[config.mk]
export PLATFORM = sky130hd
export DESIGN_NAME = core_block_ctrl_flat
export DESIGN_NICKNAME = d
export VERILOG_FILES = /design/src/rtl/core_block_ctrl_if.sv /design/src/rtl/core_block_ctrl.sv /design/src/flat_wrapper.sv
export SDC_FILE = /design/constraint.sdc
export NUM_CORES = 1
export LEC_CHECK = 0
export ABC_CLOCK_PERIOD_IN_PS = 3200
export BUFFER_PORTS_ARGS = -buffer_cell sky130_fd_sc_hd__buf_2
export CAP_MARGIN = 20
export CORE_MARGIN = 2
export CORE_UTILIZATION = 25
export DETAILED_ROUTE_END_ITERATION = 8
export SLEW_MARGIN = 20
export SYNTH_ARGS = -nofsm -noshare
export SYNTH_HDL_FRONTEND = slang
export SYNTH_SLANG_ARGS = --single-unit
[constraint.sdc]
create_clock -name clk -period 3.2 [get_ports clk]
set_input_delay 0.16 -clock clk [delete_from_list [all_inputs] [get_ports clk]]
set_output_delay 0.16 -clock clk [all_outputs]
set_load 0.01 [all_outputs]
[src/rtl/core_block_ctrl_if.sv]
// Dispatcher-to-core handshake bundle for core_block_ctrl.
// The dispatcher drives reset/start/block id/thread count; the core drives core_done back.
interface core_block_ctrl_if #(
    parameter int unsigned DATA_WIDTH = 8
);
    logic                  core_reset;
    logic                  core_start;
    logic [DATA_WIDTH-1:0] core_block_id;
    logic [DATA_WIDTH-1:0] threads_per_block;
    logic                  core_done;

    modport master (
        output core_reset,
        output core_start,
        output core_block_id,
        output threads_per_block,
        input  core_done
    );

    modport slave (
        input  core_reset,
        input  core_start,
        input  core_block_id,
        input  threads_per_block,
        output core_done
    );
endinterface

[src/rtl/core_block_ctrl.sv]
// core_block_ctrl: core-side responder of the block-dispatch protocol.
// Splits a launched block's threads across the core's warps, tracks per-warp
// completion and holds core_done until the dispatcher soft-resets the core.
// Optional feature macro: CORE_CTRL_CYCLE_COUNT_EN adds a 32-bit block_cycles
// output counting RUN cycles (saturating, frozen in DONE).
module core_block_ctrl #(
    parameter int unsigned NUM_WARPS  = 4,
    parameter int unsigned WARP_SIZE  = 4,
    parameter int unsigned DATA_WIDTH = 8
) (
    input  logic                           clk,
    input  logic                           reset,
    core_block_ctrl_if.slave               disp,
    input  logic [NUM_WARPS-1:0]           warp_done,
    output logic [NUM_WARPS-1:0]           warp_active,
    output logic [DATA_WIDTH-1:0]          warp_block_id,
    output logic [NUM_WARPS*WARP_SIZE-1:0] warp_thread_mask
`ifdef CORE_CTRL_CYCLE_COUNT_EN
    ,
    output logic [31:0]                    block_cycles
`endif
);

    typedef logic [DATA_WIDTH-1:0] data_t;

    typedef enum logic [1:0] {
        ST_IDLE,
        ST_LAUNCH,
        ST_RUN,
        ST_DONE
    } state_t;

    localparam int unsigned LANES = NUM_WARPS * WARP_SIZE;
    localparam data_t MAX_T = data_t'(LANES);
    localparam data_t WS_D  = data_t'(WARP_SIZE);

    state_t                 state_q, state_d;
    data_t                  threads_q, threads_d;
    data_t                  id_d;
    logic [NUM_WARPS-1:0]   active_d;
    logic [LANES-1:0]       mask_d;
    logic [NUM_WARPS-1:0]   req_q, req_d;
    logic [NUM_WARPS-1:0]   sticky_q, sticky_d;
    logic                   done_q, done_d;

    data_t                  t_clamp;
    data_t                  n_warps;
    logic [NUM_WARPS-1:0]   launch_active;
    logic [LANES-1:0]       launch_mask;
    logic [NUM_WARPS-1:0]   accepted;

`ifdef CORE_CTRL_CYCLE_COUNT_EN
    logic [31:0]            cnt_q, cnt_d;
    assign block_cycles = cnt_q;
`endif

    assign disp.core_done = done_q;

    // Launch geometry: clamp the thread count, then derive warp count and lane masks.
    // A lane is enabled when its global thread index is below the clamped count,
    // which yields full masks for leading warps and a partial mask for the last one.
    always_comb begin
        t_clamp       = (threads_q > MAX_T) ? MAX_T : threads_q;
        n_warps       = (t_clamp + WS_D - data_t'(1)) / WS_D;
        launch_active = '0;
        launch_mask   = '0;
        for (int unsigned i = 0; i < NUM_WARPS; i++) begin
            launch_active[i] = (data_t'(i) < n_warps);
            for (int unsigned j = 0; j < WARP_SIZE; j++) begin
                launch_mask[i*WARP_SIZE + j] = (data_t'(i*WARP_SIZE + j) < t_clamp);
            end
        end
    end

    // Next-state and next-output logic; soft reset takes priority in every state.
    always_comb begin
        state_d   = state_q;
        threads_d = threads_q;
        id_d      = warp_block_id;
        active_d  = warp_active;
        mask_d    = warp_thread_mask;
        req_d     = req_q;
        sticky_d  = sticky_q;
        done_d    = done_q;
        accepted  = warp_done & warp_active;
`ifdef CORE_CTRL_CYCLE_COUNT_EN
        cnt_d     = cnt_q;
`endif
        if (disp.core_reset) begin
            state_d  = ST_IDLE;
            active_d = '0;
            mask_d   = '0;
            sticky_d = '0;
            done_d   = 1'b0;
`ifdef CORE_CTRL_CYCLE_COUNT_EN
            cnt_d    = '0;
`endif
        end else begin
            case (state_q)
                ST_IDLE: begin
                    done_d = 1'b0;
                    if (disp.core_start) begin
                        id_d      = disp.core_block_id;
                        threads_d = disp.threads_per_block;
                        state_d   = ST_LAUNCH;
                    end
                end
                ST_LAUNCH: begin
                    active_d = launch_active;
                    mask_d   = launch_mask;
                    req_d    = launch_active;
                    sticky_d = '0;
`ifdef CORE_CTRL_CYCLE_COUNT_EN
                    cnt_d    = '0;
`endif
                    if (n_warps == '0) begin
                        state_d = ST_DONE;
                        done_d  = 1'b1;
                    end else begin
                        state_d = ST_RUN;
                    end
                end
                ST_RUN: begin
                    sticky_d = sticky_q | accepted;
                    active_d = warp_active & ~accepted;
`ifdef CORE_CTRL_CYCLE_COUNT_EN
                    if (cnt_q != '1) cnt_d = cnt_q + 32'd1;
`endif
                    // Completion includes warps reporting in this very cycle.
                    if ((sticky_d & req_q) == req_q) begin
                        state_d = ST_DONE;
                        done_d  = 1'b1;
                    end
                end
                ST_DONE: begin
                    done_d = 1'b1;
                end
                default: begin
                    state_d = ST_IDLE;
                end
            endcase
        end
    end

    // State register.
    always_ff @(posedge clk or negedge reset) begin
        if (!reset) state_q <= ST_IDLE;
        else        state_q <= state_d;
    end

    // Datapath and output registers.
    always_ff @(posedge clk or negedge reset) begin
        if (!reset) begin
            threads_q        <= '0;
            warp_block_id    <= '0;
            warp_active      <= '0;
            warp_thread_mask <= '0;
            req_q            <= '0;
            sticky_q         <= '0;
            done_q           <= 1'b0;
        end else begin
            threads_q        <= threads_d;
            warp_block_id    <= id_d;
            warp_active      <= active_d;
            warp_thread_mask <= mask_d;
            req_q            <= req_d;
            sticky_q         <= sticky_d;
            done_q           <= done_d;
        end
    end

`ifdef CORE_CTRL_CYCLE_COUNT_EN
    // RUN-cycle counter.
    always_ff @(posedge clk or negedge reset) begin
        if (!reset) cnt_q <= '0;
        else        cnt_q <= cnt_d;
    end
`endif

endmodule

[src/flat_wrapper.sv]
// flat-port wrapper written by rule: the top's interface ports become plain ports
module core_block_ctrl_flat 
#(
    parameter int unsigned NUM_WARPS  = 4,
    parameter int unsigned WARP_SIZE  = 4,
    parameter int unsigned DATA_WIDTH = 8
)
  (clk, reset, warp_done, warp_active, warp_block_id, warp_thread_mask, disp_core_reset, disp_core_start, disp_core_block_id, disp_threads_per_block, disp_core_done);
  core_block_ctrl_if #(.DATA_WIDTH(DATA_WIDTH)) disp_i ();
  input  logic clk;
  input  logic reset;
  input  logic [NUM_WARPS-1:0] warp_done;
  output logic [NUM_WARPS-1:0] warp_active;
  output logic [DATA_WIDTH-1:0] warp_block_id;
  output logic [NUM_WARPS*WARP_SIZE-1:0] warp_thread_mask;
  input wire logic [$bits(disp_i.core_reset)-1:0] disp_core_reset;
  input wire logic [$bits(disp_i.core_start)-1:0] disp_core_start;
  input wire logic [$bits(disp_i.core_block_id)-1:0] disp_core_block_id;
  input wire logic [$bits(disp_i.threads_per_block)-1:0] disp_threads_per_block;
  output wire logic [$bits(disp_i.core_done)-1:0] disp_core_done;
  assign disp_i.core_reset = disp_core_reset;
  assign disp_i.core_start = disp_core_start;
  assign disp_i.core_block_id = disp_core_block_id;
  assign disp_i.threads_per_block = disp_threads_per_block;
  assign disp_core_done = disp_i.core_done;
  core_block_ctrl #(.NUM_WARPS(NUM_WARPS), .WARP_SIZE(WARP_SIZE), .DATA_WIDTH(DATA_WIDTH)) u_core (.clk(clk), .reset(reset), .disp(disp_i), .warp_done(warp_done), .warp_active(warp_active), .warp_block_id(warp_block_id), .warp_thread_mask(warp_thread_mask));
endmodule
==> results.yml <==
outcome:
  status: "finished clean"
sta:
  fin_skew_ps: 12.5
  maxSlewHeadroom: 0.493
  tightestPinTransition_ps: 758
  fin_crit_ps: 2130
  rsz0062_at_grt: "false"
  period_share: 0.667
  finalSetupTns_ps: 0
  final-setup-viol-count: 0
  final_max_slew_viol_count: 0
  fmax_mhz: 469
  hold_viol_final: 0
floorplan:
  io_pins: 53
  dieWidth_microns: 96.5
  start_util: 0.259
  die_h_microns: 96.5
  rows: 33
  core_sq_um: 8260
  dieArea_sq_um: 9310
grt:
  grt_pass1_wl_microns: 7920
  grt_max_degree: 48
  grt_pass1_vias: 1610
  antenna_found_initial: 0
  grt_usage: 0.109
  grt_overflow: 0
cts:
  cts_setup_buffers: 0
  clk_pin_slew_worst_paths_ps: 90
  clock_latency_ps: 300
  cts_hold_buf: 0
  cts_buffers: 5
  ctsLongestPathBuffers: 2
  cts-root-buf: "clkbuf_8"
  clkSinkCount: 47
  htree_num_levels: 2
  ctsResizeCount: 0
  cts_tree: "yes"
routing:
  drtPass1Iterations: 5
  via_per_inst: 4.64
  wire_per_inst_microns: 13.5
  vias: 1630
  ant_nets: 0
  drt_iter0_markers: 99
  routed_wl_microns: 4750
  route.detailed.drc: 0
place:
  placed_area_sq_um: 2500
  placedCellCount: 342
  dpl.hpwl_microns: 3400
  numPortBuffers: 52
  place_congestion: 0.752
setup_path:
  crit_type: "flip-flop to flip-flop"
  crit_required_ps: 3390
  timing.rr.end: "u_core.state_q[1]"
  crit_start: "u_core.state_q[1]"
  reg2reg_depth: 7
  cp-start-kind: "flip-flop"
  critPathCapture: "u_core.state_q[1]"
  worstPathMaxFanout: 29
  critPathArrivalTime_ps: 2330
  r2r_slack_ps: 1070
  rr_startpoint: "u_core.state_q[1]"
  cp-end-kind: "flip-flop"
final_layout:
  drive_gt1_frac: 0.333
  syn2layout_area_growth_pct: 21.5
  nets: 272
  area.sequential_sq_um: 1180
  diodes: 0
  utilization: 0.315
  final_cells: 351
  final_area_sq_um: 2600
  nFillCells: 859
  multi_input_area_sq_um: 881
logic_synthesis:
  synth-xor-area-share: 0
  avgSynthCellArea_sq_um: 11.0
  synth.area.mux_share: 0.0982
  synthAdderAreaFrac: 0.0175
  synth_top_family_by_area: "compound AO/OA/AOI/OAI gates"
  yosysSeqAreaShare: 0.550
  synth-simple-area-share: 0.147
  synthDistinctLibCells: 34
  syn_area_sq_um: 2140
  synth_compound_area_frac: 0.149
  synth_cells: 195
  syn_nets: 222
  synth_seq_cells: 47
  ys.warnings.count: 0
power:
  peakVddDrop_mv: 0.304
  power_density_nw_per_um2: 916
  leakage_nw: 1.20
  finalPower_mw: 2.38
worst_hold_path:
  holdCritPathClass: "input port to flip-flop"
  hold_depth: 2
flow_run:
  cap_violations: 0
[Yosys cell counts]
| cell | n | share of area |
|---|---|---|
| dfrtp_1 | 47 | 0.55 |
| nor2_1 | 26 | 0.046 |
| nand2_1 | 18 | 0.032 |
| mux2_2 | 16 | 0.084 |
| clkbuf_1 | 10 | 0.018 |
| inv_1 | 10 | 0.018 |
| a211oi_1 | 8 | 0.028 |
| a311oi_1 | 8 | 0.033 |
| o21ai_0 | 8 | 0.019 |
| a32oi_1 | 4 | 0.016 |
| a21oi_1 | 3 | 0.0070 |
| ha_1 | 3 | 0.018 |
| mux2i_1 | 3 | 0.014 |
| nand2b_1 | 3 | 0.0088 |
| nand3b_1 | 3 | 0.011 |
| nor3_1 | 3 | 0.0070 |
| buf_1 | 2 | 0.0035 |
| nand3_1 | 2 | 0.0047 |
| o311ai_0 | 2 | 0.0082 |
| or3_1 | 2 | 0.0058 |
| a21oi_2 | 1 | 0.0041 |
| a221o_1 | 1 | 0.0047 |
| a311o_1 | 1 | 0.0047 |
| and2_1 | 1 | 0.0029 |
| nor2b_1 | 1 | 0.0029 |
| nor3_4 | 1 | 0.0076 |
| nor3b_1 | 1 | 0.0035 |
| nor4_2 | 1 | 0.0058 |
| o211ai_1 | 1 | 0.0035 |
| o21a_1 | 1 | 0.0035 |
| o32a_1 | 1 | 0.0047 |
| o41ai_4 | 1 | 0.013 |
| or4_4 | 1 | 0.0053 |
| or4b_1 | 1 | 0.0047 |
[cells by family (layout without fill, tap and decap cells)]
logic type                 after synthesis  in the layout
DFF                                     47             47
buffers and inverters                   22             73
AOI/OAI and AO/OA                       40             40
muxes                                   19             19
and+or+nand+nor                         64             64
adders and majority gates                3              3
[placed cells by master (no fill, tap or decap), types with 2 or more instances in the layout]
cell type / synthesis / routed
a211oi_1: 8 / 8
a21oi_1: 3 / 3
a311oi_1: 8 / 8
a32oi_1: 4 / 4
buf_2: 0 / 51
buf_4: 0 / 3
clkbuf_8: 0 / 5
dfrtp_1: 47 / 47
ha_1: 3 / 3
inv_1: 10 / 10
mux2_2: 16 / 16
mux2i_1: 3 / 3
nand2_1: 18 / 18
nand2b_1: 3 / 3
nand3_1: 2 / 2
nand3b_1: 3 / 3
nor2_1: 26 / 26
nor3_1: 3 / 3
o21ai_0: 8 / 8
o311ai_0: 2 / 2
or3_1: 2 / 2
[worst max-delay path, cell delays in order, from the launching register on]
cell	delay [ps]
dfrtp_1	410
inv_1	110
ha_1	320
buf_4	340
or3_1	150
a21oi_1	100
or4b_1	480
o311ai_0	110
[cell type report]
class	instances	area share
tap	105	0.0506
timing repair buffer	55	0.111
clock inverter	2	0.00481
sequential	47	0.453
inverter	10	0.0144
clock buffer	6	0.0279
multi-input combinational	126	0.339
[sequential cells by signal, summed over array words and instances (netlist names)]
name,flops
u_core.disp.core_done,1
u_core.req_q,4
u_core.state_q,2
u_core.sticky_q,4
u_core.threads_q,8
u_core.warp_active,4
u_core.warp_block_id,8
u_core.warp_thread_mask,16
[stage by stage]
stage                     hold WS [ps]  worst slack, ps
after global placement             393             1150
after global routing              82.5              908
after detailed placement           396             1070
final                             87.2             1070
after CTS                         75.9             1040
after floorplan                   -136             1490
[routing by layer]
layer  routed length [microns]  share of wire  vias up  global-route usage
met1                      2170           0.46      784               0.149
li1                          -              -      793                   -
met4                        38         0.0080        0              0.0282
met3                       406          0.086        5              0.0403
met5                         0              0        -                   0
met2                      2130           0.45       48               0.164
[where the power goes]
group	switching, mW	internal, mW	leakage [nW]
clock network	0.202	0.153	0.0412
registers	0.198	0.837	0.593
logic	0.545	0.444	0.563
[how the worst min path moves through the flow]
stage	to	startpoint
floorplan	u_core.disp.core_done	reset
global placement	u_core.warp_block_id[6]	disp_core_block_id[6]
detailed placement	u_core.warp_block_id[6]	disp_core_block_id[6]
CTS	u_core.sticky_q[3]	reset
global route	u_core.threads_q[4]	disp_threads_per_block[4]
finish	u_core.threads_q[2]	disp_threads_per_block[2]
No activity file was read; power rests on OpenSTA's default activity.
